$ cat src/rtl/jogo_playseq.sv
// Simon-style memory game: shows growing prefixes of a 16-entry one-hot sequence
// and checks the player's repetition of each round's new entries.
module jogo_playseq #(
    parameter int CYCLES_PER_SEC = 50_000
) (
    input  logic       clockFPGA,
    input  logic       reset,
    input  logic       jogar,
    input  logic [3:0] botoes,
    input  logic [1:0] nivel,
    input  logic [1:0] memoria,
    input  logic       quer_escrever,
    input  logic [1:0] timeoutD,
    input  logic       ignora_timeout,
    output logic       ganhou,
    output logic       perdeu,
    output logic       timeout,
    output logic       pronto,
    output logic [3:0] leds,
    output logic       buzzer,
    output logic       db_clock,
    output logic       db_tem_jogada,
    output logic       db_chavesIgualMemoria,
    output logic       db_enderecoIgualSequencia,
    output logic       db_fimS,
    output logic [6:0] db_contagem,
    output logic [6:0] db_memoria,
    output logic [6:0] db_jogadafeita,
    output logic [6:0] db_sequencia,
    output logic [6:0] db_estado,
    output logic       db_seletor_memoria,
    output logic       db_pare,
    output logic [1:0] db_contagem_jogo,
    output logic [6:0] vitorias,
    output logic [6:0] derrotas
);
    localparam int TW = $clog2(5 * CYCLES_PER_SEC + 1);
    localparam logic [TW-1:0] HALF_T  = TW'(CYCLES_PER_SEC / 2);
    localparam logic [TW-1:0] HALF_M1 = TW'(CYCLES_PER_SEC / 2 - 1);
    localparam logic [TW-1:0] SEC_M1  = TW'(CYCLES_PER_SEC - 1);

    typedef enum logic [3:0] {
        INICIAL    = 4'h0,
        ESCREVE    = 4'h1,
        PREPARA    = 4'h3,
        MOSTRA     = 4'h4,
        ESPERA     = 4'h5,
        JOGADA     = 4'h6,
        COMPARA    = 4'h7,
        FIM_RODADA = 4'h8,
        GANHOU     = 4'hC,
        PERDEU     = 4'hD
    } estado_t;

    function automatic logic [3:0] rom(input logic [1:0] sel, input logic [1:0] idx);
        logic [3:0] v;
        case (sel)
            2'd0:    v = 4'b0001 << idx;
            2'd1:    v = 4'b1000 >> idx;
            default: case (idx)
                2'd0:    v = 4'b0001;
                2'd1:    v = 4'b0100;
                2'd2:    v = 4'b0010;
                default: v = 4'b1000;
            endcase
        endcase
        return v;
    endfunction

    // Segment patterns are listed active-high (gfedcba) and inverted on return.
    function automatic logic [6:0] hex7(input logic [3:0] v);
        logic [6:0] p;
        case (v)
            4'h0: p = 7'h3F;  4'h1: p = 7'h06;  4'h2: p = 7'h5B;  4'h3: p = 7'h4F;
            4'h4: p = 7'h66;  4'h5: p = 7'h6D;  4'h6: p = 7'h7D;  4'h7: p = 7'h07;
            4'h8: p = 7'h7F;  4'h9: p = 7'h6F;  4'hA: p = 7'h77;  4'hB: p = 7'h7C;
            4'hC: p = 7'h39;  4'hD: p = 7'h5E;  4'hE: p = 7'h79;  default: p = 7'h71;
        endcase
        return ~p;
    endfunction

    estado_t       estado;
    logic          jogar_q, tem_q;
    logic [3:0]    addr, fim, inicio, jogada, vit, der, mem_data, leds_next;
    logic [1:0]    niv, cont;
    logic [TW-1:0] timer, limite_m1, clk_cnt;
    logic [3:0]    ram [16];
    logic [4:0]    soma;
    logic          jogar_ev, press, igual, dispara;

    assign jogar_ev  = jogar & ~jogar_q;
    assign press     = (|botoes) & ~tem_q;
    assign mem_data  = (memoria == 2'd3) ? ram[addr] : rom(memoria, addr[1:0]);
    assign igual     = (jogada == mem_data);
    assign soma      = {1'b0, fim} + {3'b000, niv} + 5'd1;
    assign limite_m1 = TW'((int'(timeoutD) + 2) * CYCLES_PER_SEC - 1);
    // jogar only restarts the game from idle, a finished write or a finished game.
    assign dispara   = jogar_ev && (estado == INICIAL || estado == GANHOU || estado == PERDEU ||
                                    (estado == ESCREVE && pronto));

    always_comb begin
        leds_next = '0;
        case (estado)
            MOSTRA:  if (timer < HALF_T) leds_next = mem_data;
            JOGADA:  leds_next = botoes;
            ESCREVE: if (!pronto) leds_next = botoes;
            default: ;
        endcase
    end

    always_ff @(posedge clockFPGA or negedge reset) begin
        if (!reset) begin
            clk_cnt  <= '0;
            db_clock <= 1'b0;
        end else if (clk_cnt == HALF_M1) begin
            clk_cnt  <= '0;
            db_clock <= ~db_clock;
        end else begin
            clk_cnt <= clk_cnt + 1'b1;
        end
    end

    always_ff @(posedge clockFPGA or negedge reset) begin
        if (!reset) begin
            estado  <= INICIAL;
            jogar_q <= 1'b0;
            tem_q   <= 1'b0;
            jogada  <= '0;
            addr    <= '0;
            fim     <= '0;
            inicio  <= '0;
            niv     <= '0;
            cont    <= '0;
            timer   <= '0;
            vit     <= '0;
            der     <= '0;
            leds    <= '0;
            ganhou  <= 1'b0;
            perdeu  <= 1'b0;
            timeout <= 1'b0;
            pronto  <= 1'b0;
            for (int i = 0; i < 16; i++) ram[i] <= rom(2'd0, 2'(i));
        end else begin
            jogar_q <= jogar;
            tem_q   <= |botoes;
            leds    <= leds_next;
            if (press) jogada <= botoes;
            if (dispara) begin
                ganhou  <= 1'b0;
                perdeu  <= 1'b0;
                timeout <= 1'b0;
                pronto  <= 1'b0;
                addr    <= '0;
                estado  <= (memoria == 2'd3 && quer_escrever) ? ESCREVE : PREPARA;
            end else begin
                case (estado)
                    ESCREVE: if (!pronto && press) begin
                        ram[addr] <= botoes;
                        addr      <= addr + 4'd1;
                        if (addr == 4'd15) pronto <= 1'b1;
                    end
                    PREPARA: begin
                        addr   <= '0;
                        fim    <= {2'b00, nivel};
                        niv    <= nivel;
                        inicio <= '0;
                        timer  <= '0;
                        estado <= MOSTRA;
                    end
                    MOSTRA: if (timer == SEC_M1) begin
                        timer <= '0;
                        if (addr == fim) estado <= ESPERA;
                        else addr <= addr + 4'd1;
                    end else begin
                        timer <= timer + 1'b1;
                    end
                    ESPERA: begin
                        addr   <= inicio;
                        cont   <= '0;
                        timer  <= '0;
                        estado <= JOGADA;
                    end
                    JOGADA: if (press) begin
                        estado <= COMPARA;
                    end else if (!ignora_timeout && timer >= limite_m1) begin
                        timeout <= 1'b1;
                        perdeu  <= 1'b1;
                        pronto  <= 1'b1;
                        der     <= der + 4'd1;
                        estado  <= PERDEU;
                    end else if (timer < limite_m1) begin
                        timer <= timer + 1'b1;
                    end
                    COMPARA: if (!igual) begin
                        perdeu <= 1'b1;
                        pronto <= 1'b1;
                        der    <= der + 4'd1;
                        estado <= PERDEU;
                    end else if (addr == fim) begin
                        estado <= FIM_RODADA;
                    end else begin
                        addr   <= addr + 4'd1;
                        cont   <= cont + 2'd1;
                        timer  <= '0;
                        estado <= JOGADA;
                    end
                    // The last round is truncated at entry 15.
                    FIM_RODADA: if (fim == 4'd15) begin
                        ganhou <= 1'b1;
                        pronto <= 1'b1;
                        vit    <= vit + 4'd1;
                        estado <= GANHOU;
                    end else begin
                        inicio <= fim + 4'd1;
                        fim    <= soma[4] ? 4'd15 : soma[3:0];
                        addr   <= '0;
                        timer  <= '0;
                        estado <= MOSTRA;
                    end
                    INICIAL, GANHOU, PERDEU: ;
                    default: estado <= INICIAL;
                endcase
            end
        end
    end

    assign buzzer                    = |leds;
    assign db_tem_jogada             = |botoes;
    assign db_chavesIgualMemoria     = igual;
    assign db_enderecoIgualSequencia = (estado != INICIAL) && (addr == fim);
    assign db_fimS                   = (fim == 4'd15);
    assign db_contagem               = hex7(addr);
    assign db_memoria                = hex7(mem_data);
    assign db_jogadafeita            = hex7(jogada);
    assign db_sequencia              = hex7(fim);
    assign db_estado                 = hex7(estado);
    assign db_seletor_memoria        = (memoria == 2'd3);
    assign db_pare                   = (estado == ESPERA);
    assign db_contagem_jogo          = cont;
    assign vitorias                  = hex7(vit);
    assign derrotas                  = hex7(der);
endmodule

$ cat config.mk
export PLATFORM = sky130hd
export DESIGN_NAME = jogo_playseq
export DESIGN_NICKNAME = d
export VERILOG_FILES = /design/src/rtl/jogo_playseq.sv
export SDC_FILE = /design/constraint.sdc
export NUM_CORES = 1
export LEC_CHECK = 0
export ABC_AREA = 1
export BUFFER_PORTS_ARGS = -buffer_cell sky130_fd_sc_hd__clkbuf_2
export CORE_MARGIN = 10
export CORE_UTILIZATION = 65
export DETAILED_ROUTE_END_ITERATION = 10
export GPL_ROUTABILITY_DRIVEN = 1
export MAX_ROUTING_LAYER = met4
export PLACE_DENSITY_LB_ADDON = 0.25
export SYNTH_ARGS = -nofsm -noshare
export SYNTH_HDL_FRONTEND = slang
export SYNTH_SLANG_ARGS = --single-unit
$ cat constraint.sdc
create_clock -name clockFPGA -period 4.6 [get_ports clockFPGA]
set_input_delay 0.69 -clock clockFPGA [delete_from_list [all_inputs] [get_ports clockFPGA]]
set_output_delay 0.69 -clock clockFPGA [all_outputs]
set_load 0.01 [all_outputs]
==> results.yml <==
global_route:
  grt_pass1_vias: 8474
  grt_max_degree: 115
  grtUsageTotal: 0.254
  grt_pass1_wl_mm: 41.4
  grt_antenna_before_repair: 0
  grt_overflow_total: 0
sta:
  setup_violations: 0
  setup-tns-final_ns: 0
  hold_viol_final: 0
  holdWs_ns: 0.386
  drv_slew: 0
  fmax_mhz: 247
  slew_headroom: 0.332
  rsz0062_at_grt: "false"
  fin_skew_ns: 0.00843
  min_period_over_period: 0.880
  fin_crit_ns: 4.05
  tightest_slew_ns: 1.00
finish:
  fill_cells: 1174
  syn_to_final_growth_pct: 10.5
  finalNetCount: 1468
  antennaDiodeCount: 0
  drive_gt1_frac: 0.149
  final_area_um2: 10900
critical_path:
  crit_arrival_ns: 3.36
  cp-start-kind: "flop"
  r2r_start: "estado[1]$_DFFE_PN0P_"
  path_class: "flop to output port"
  cp-end-kind: "output port"
  rrSetupSlack_ns: 1.43
  reg2reg_to: "ram[61]$_DFFE_PN0P_"
  cp.required_ns: 3.91
  worstPathMaxFanout: 19
  reg2reg_depth: 10
job:
  drv_cap: 0
clocking:
  cts_tree: "built"
  post-cts-setup-buffers: 0
  clockBufferDepth: 2
  cts_htree_levels: 4
  postCtsHoldBufs: 0
  numCtsBuffers: 17
  cts_resized: 0
  cts.reportedPaths.clkPinSlew_ns: 0.06
  cts_sinks: 143
  clock_latency_ns: 0.43
  root_buffer: "clkbuf_16"
min_path:
  worstHoldStart: "jogar"
  hold_class: "input port to flop"
  min_to: "jogar_q$_DFF_PN0_"
  whs_path_depth: 1
logic_synthesis:
  ys_dominant_reg_cell: "dfrtp_1"
  ys_seq_area_frac: 0.365
  avgSynthCellArea_um2: 7.48
  netlist-cell-type-count: 59
  netlist_area_um2: 9870
  yosys_warnings: 0
  synth-edff-count: 0
  synth_cells: 1319
  ys_ff_latch: 143
  syn_nets: 1399
  async_flop_share: 1.00
routing:
  drt_wl_total_mm: 25.4
  drtIter0Drc: 827
  ant_nets: 0
  drc: 0
  viasPerCell: 5.78
  drtPass1Iterations: 5
  wire_per_inst_um: 16.0
  vias: 9163
place:
  port_buffers: 81
  gp_congestion: 0.970
  dpl.hpwl_mm: 18.1
  placed_area_um2: 10300
pwr:
  p_seq_frac: 0.287
  p_int_mw: 3.13
  switching_power_mw: 2.60
  p_leak_nw: 5.37
  combinationalPowerShare: 0.467
  ir_drop_uv: 385
  clkPwrFrac: 0.245
  powerDensity_nw_per_um2: 525
  p_sw_frac: 0.453
floorplan:
  num_rows: 44
  core_um2: 14700
  die_h_um: 143
  die_area_um2: 20500
  ioPinCount: 82
  die_x_um: 143
  start_util: 0.671
outcome:
  status: "finished clean"
## cells in the final DEF, fill, tap and decap left out, drive strengths merged, types with 3 or more instances in the layout
| cell type | count |
|---|---|
| a21boi | 3 |
| bufinv | 3 |
| o22ai | 17 |
| inv | 163 |
| o211ai | 6 |
| nor2 | 130 |
| xor2 | 23 |
| clkinv | 5 |
| a21oi | 52 |
| o221ai | 6 |
| nand4 | 19 |
| nand3 | 83 |
| nor3 | 16 |
| nor4 | 11 |
| nand3b | 5 |
| dfrtp | 127 |
| clkbuf | 98 |
| clkinvlp | 3 |
| buf | 6 |
| ha | 64 |
| nand2 | 346 |
| a31oi | 8 |
| o21bai | 6 |
| dfstp | 16 |
| xnor2 | 7 |
| o21ai | 159 |
## worst max path at each step
stage                        start             to  slack (ns)  depth (start not counted)
3_3_place_gp   addr[1]$_DFFE_PN0P_  db_memoria[1]        1.18                         11
3_5_place_dp   addr[1]$_DFFE_PN0P_  db_memoria[1]        1.06                         11
6_report       addr[1]$_DFFE_PN0P_  db_memoria[1]        0.55                         11
4_1_cts        addr[1]$_DFFE_PN0P_  db_memoria[1]        0.60                         11
2_1_floorplan  addr[0]$_DFFE_PN0P_  db_memoria[1]        1.54                         11
5_1_grt        addr[1]$_DFFE_PN0P_  db_memoria[1]        0.24                         11
## flip-flops by register name (all words and copies together) (netlist names), 2 cells and up
name,cells
addr,4
clk_cnt,18
db_contagem_jogo,2
der,4
estado,4
fim,4
inicio,4
jogada,4
leds,4
niv,2
ram,64
timer,18
vit,4
## synthesized netlist by cell type (2+ instances only)
library cell,number,area [um2]
nand2_1,319,1200
inv_1,153,574
dfrtp_1,127,3180
nor2_1,120,450
o21ai_1,82,410
nand3_1,73,365
ha_1,64,801
o21ai_0,60,300
a21oi_1,51,255
nand2_2,24,150
xor2_1,23,201
nand4_1,18,113
o22ai_1,17,106
dfstp_2,16,420
o21ai_2,16,140
clkbuf_1,14,52.6
nor3_1,14,70.1
nor4_1,11,68.8
a31oi_1,8,50.1
buf_6,8,90.1
nand3_2,8,80.1
nor2_4,7,78.8
xnor2_1,7,61.3
buf_2,6,30.0
buf_4,6,45.0
inv_2,6,22.5
o211ai_1,6,45.0
o21bai_1,6,45.0
o221ai_1,6,52.6
nand3b_1,5,37.5
a21boi_0,3,22.5
nor2_2,3,18.8
nand2_4,2,22.5
nand3_4,2,35.0
nor3b_1,2,15.0
o31ai_1,2,15.0
or4_1,2,15.0
## metrics by stage
step | total power [mW] | utilization | setup WS, ns | cells
floorplan | 3.61 | - | 1.54 | 1319
global placement | 4.24 | 0.701 | 1.18 | 1553
detailed placement | 4.30 | 0.701 | 1.06 | 1553
CTS | 5.71 | 0.742 | 0.597 | 1584
global route | 6.14 | 0.742 | 0.235 | 1584
finish | 5.72 | 0.742 | 0.551 | 1584
## kinds of logic (layout without fill, tap and decap cells)
family | after synthesis | count (layout) | synth area share
adder cells (fa/ha/maj) | 65 | 65 | 0.0832
other | 1 | 1 | 0.000380
XOR/XNOR | 30 | 30 | 0.0266
flip-flops | 143 | 143 | 0.365
buffers and inverters | 197 | 278 | 0.0856
AO/OA/AOI/OAI | 268 | 268 | 0.157
AND/OR/NAND/NOR | 615 | 615 | 0.282
## layout make-up
| cell class | instances | area (um2) | area share |
|---|---|---|---|
| Multi-Input combinational cell | 979 | 5420 | 0.498 |
| Sequential cell | 143 | 3600 | 0.330 |
| Inverter | 161 | 608 | 0.0558 |
| Timing Repair Buffer | 86 | 449 | 0.0412 |
| Clock buffer | 18 | 429 | 0.0394 |
| Tap cell | 184 | 230 | 0.0211 |
| Clock inverter | 13 | 163 | 0.0149 |
## layer usage
layer | vias up | GRT usage | share of wire
met3 | 39 | 0.0521 | 0.072
met4 | 0 | 0.0760 | 0.018
met5 | - | - | 0
met1 | 4290 | 0.325 | 0.43
li1 | 4481 | - | -
met2 | 353 | 0.399 | 0.48
## power groups by stage
stage	registers (mW)	clock network (mW)	logic, mW
2_1_floorplan	1.57	0	2.04
3_3_place_gp	1.65	0	2.59
3_5_place_dp	1.66	0	2.64
4_1_cts	1.64	1.41	2.66
5_1_grt	1.67	1.47	3.00
6_report	1.64	1.40	2.68
## critical path, stage by stage, from the launching register on
cell and delay, ns:
dfrtp_1 0.58, inv_2 0.37, ha_1 0.39, inv_1 0.13, o22ai_1 0.16, inv_1 0.07, nand2_1 0.15, inv_1 0.15
ha_1 0.31, o21ai_0 0.24, a21boi_0 0.22, clkbuf_2 0.16
(Power assumes the default switching activity.)
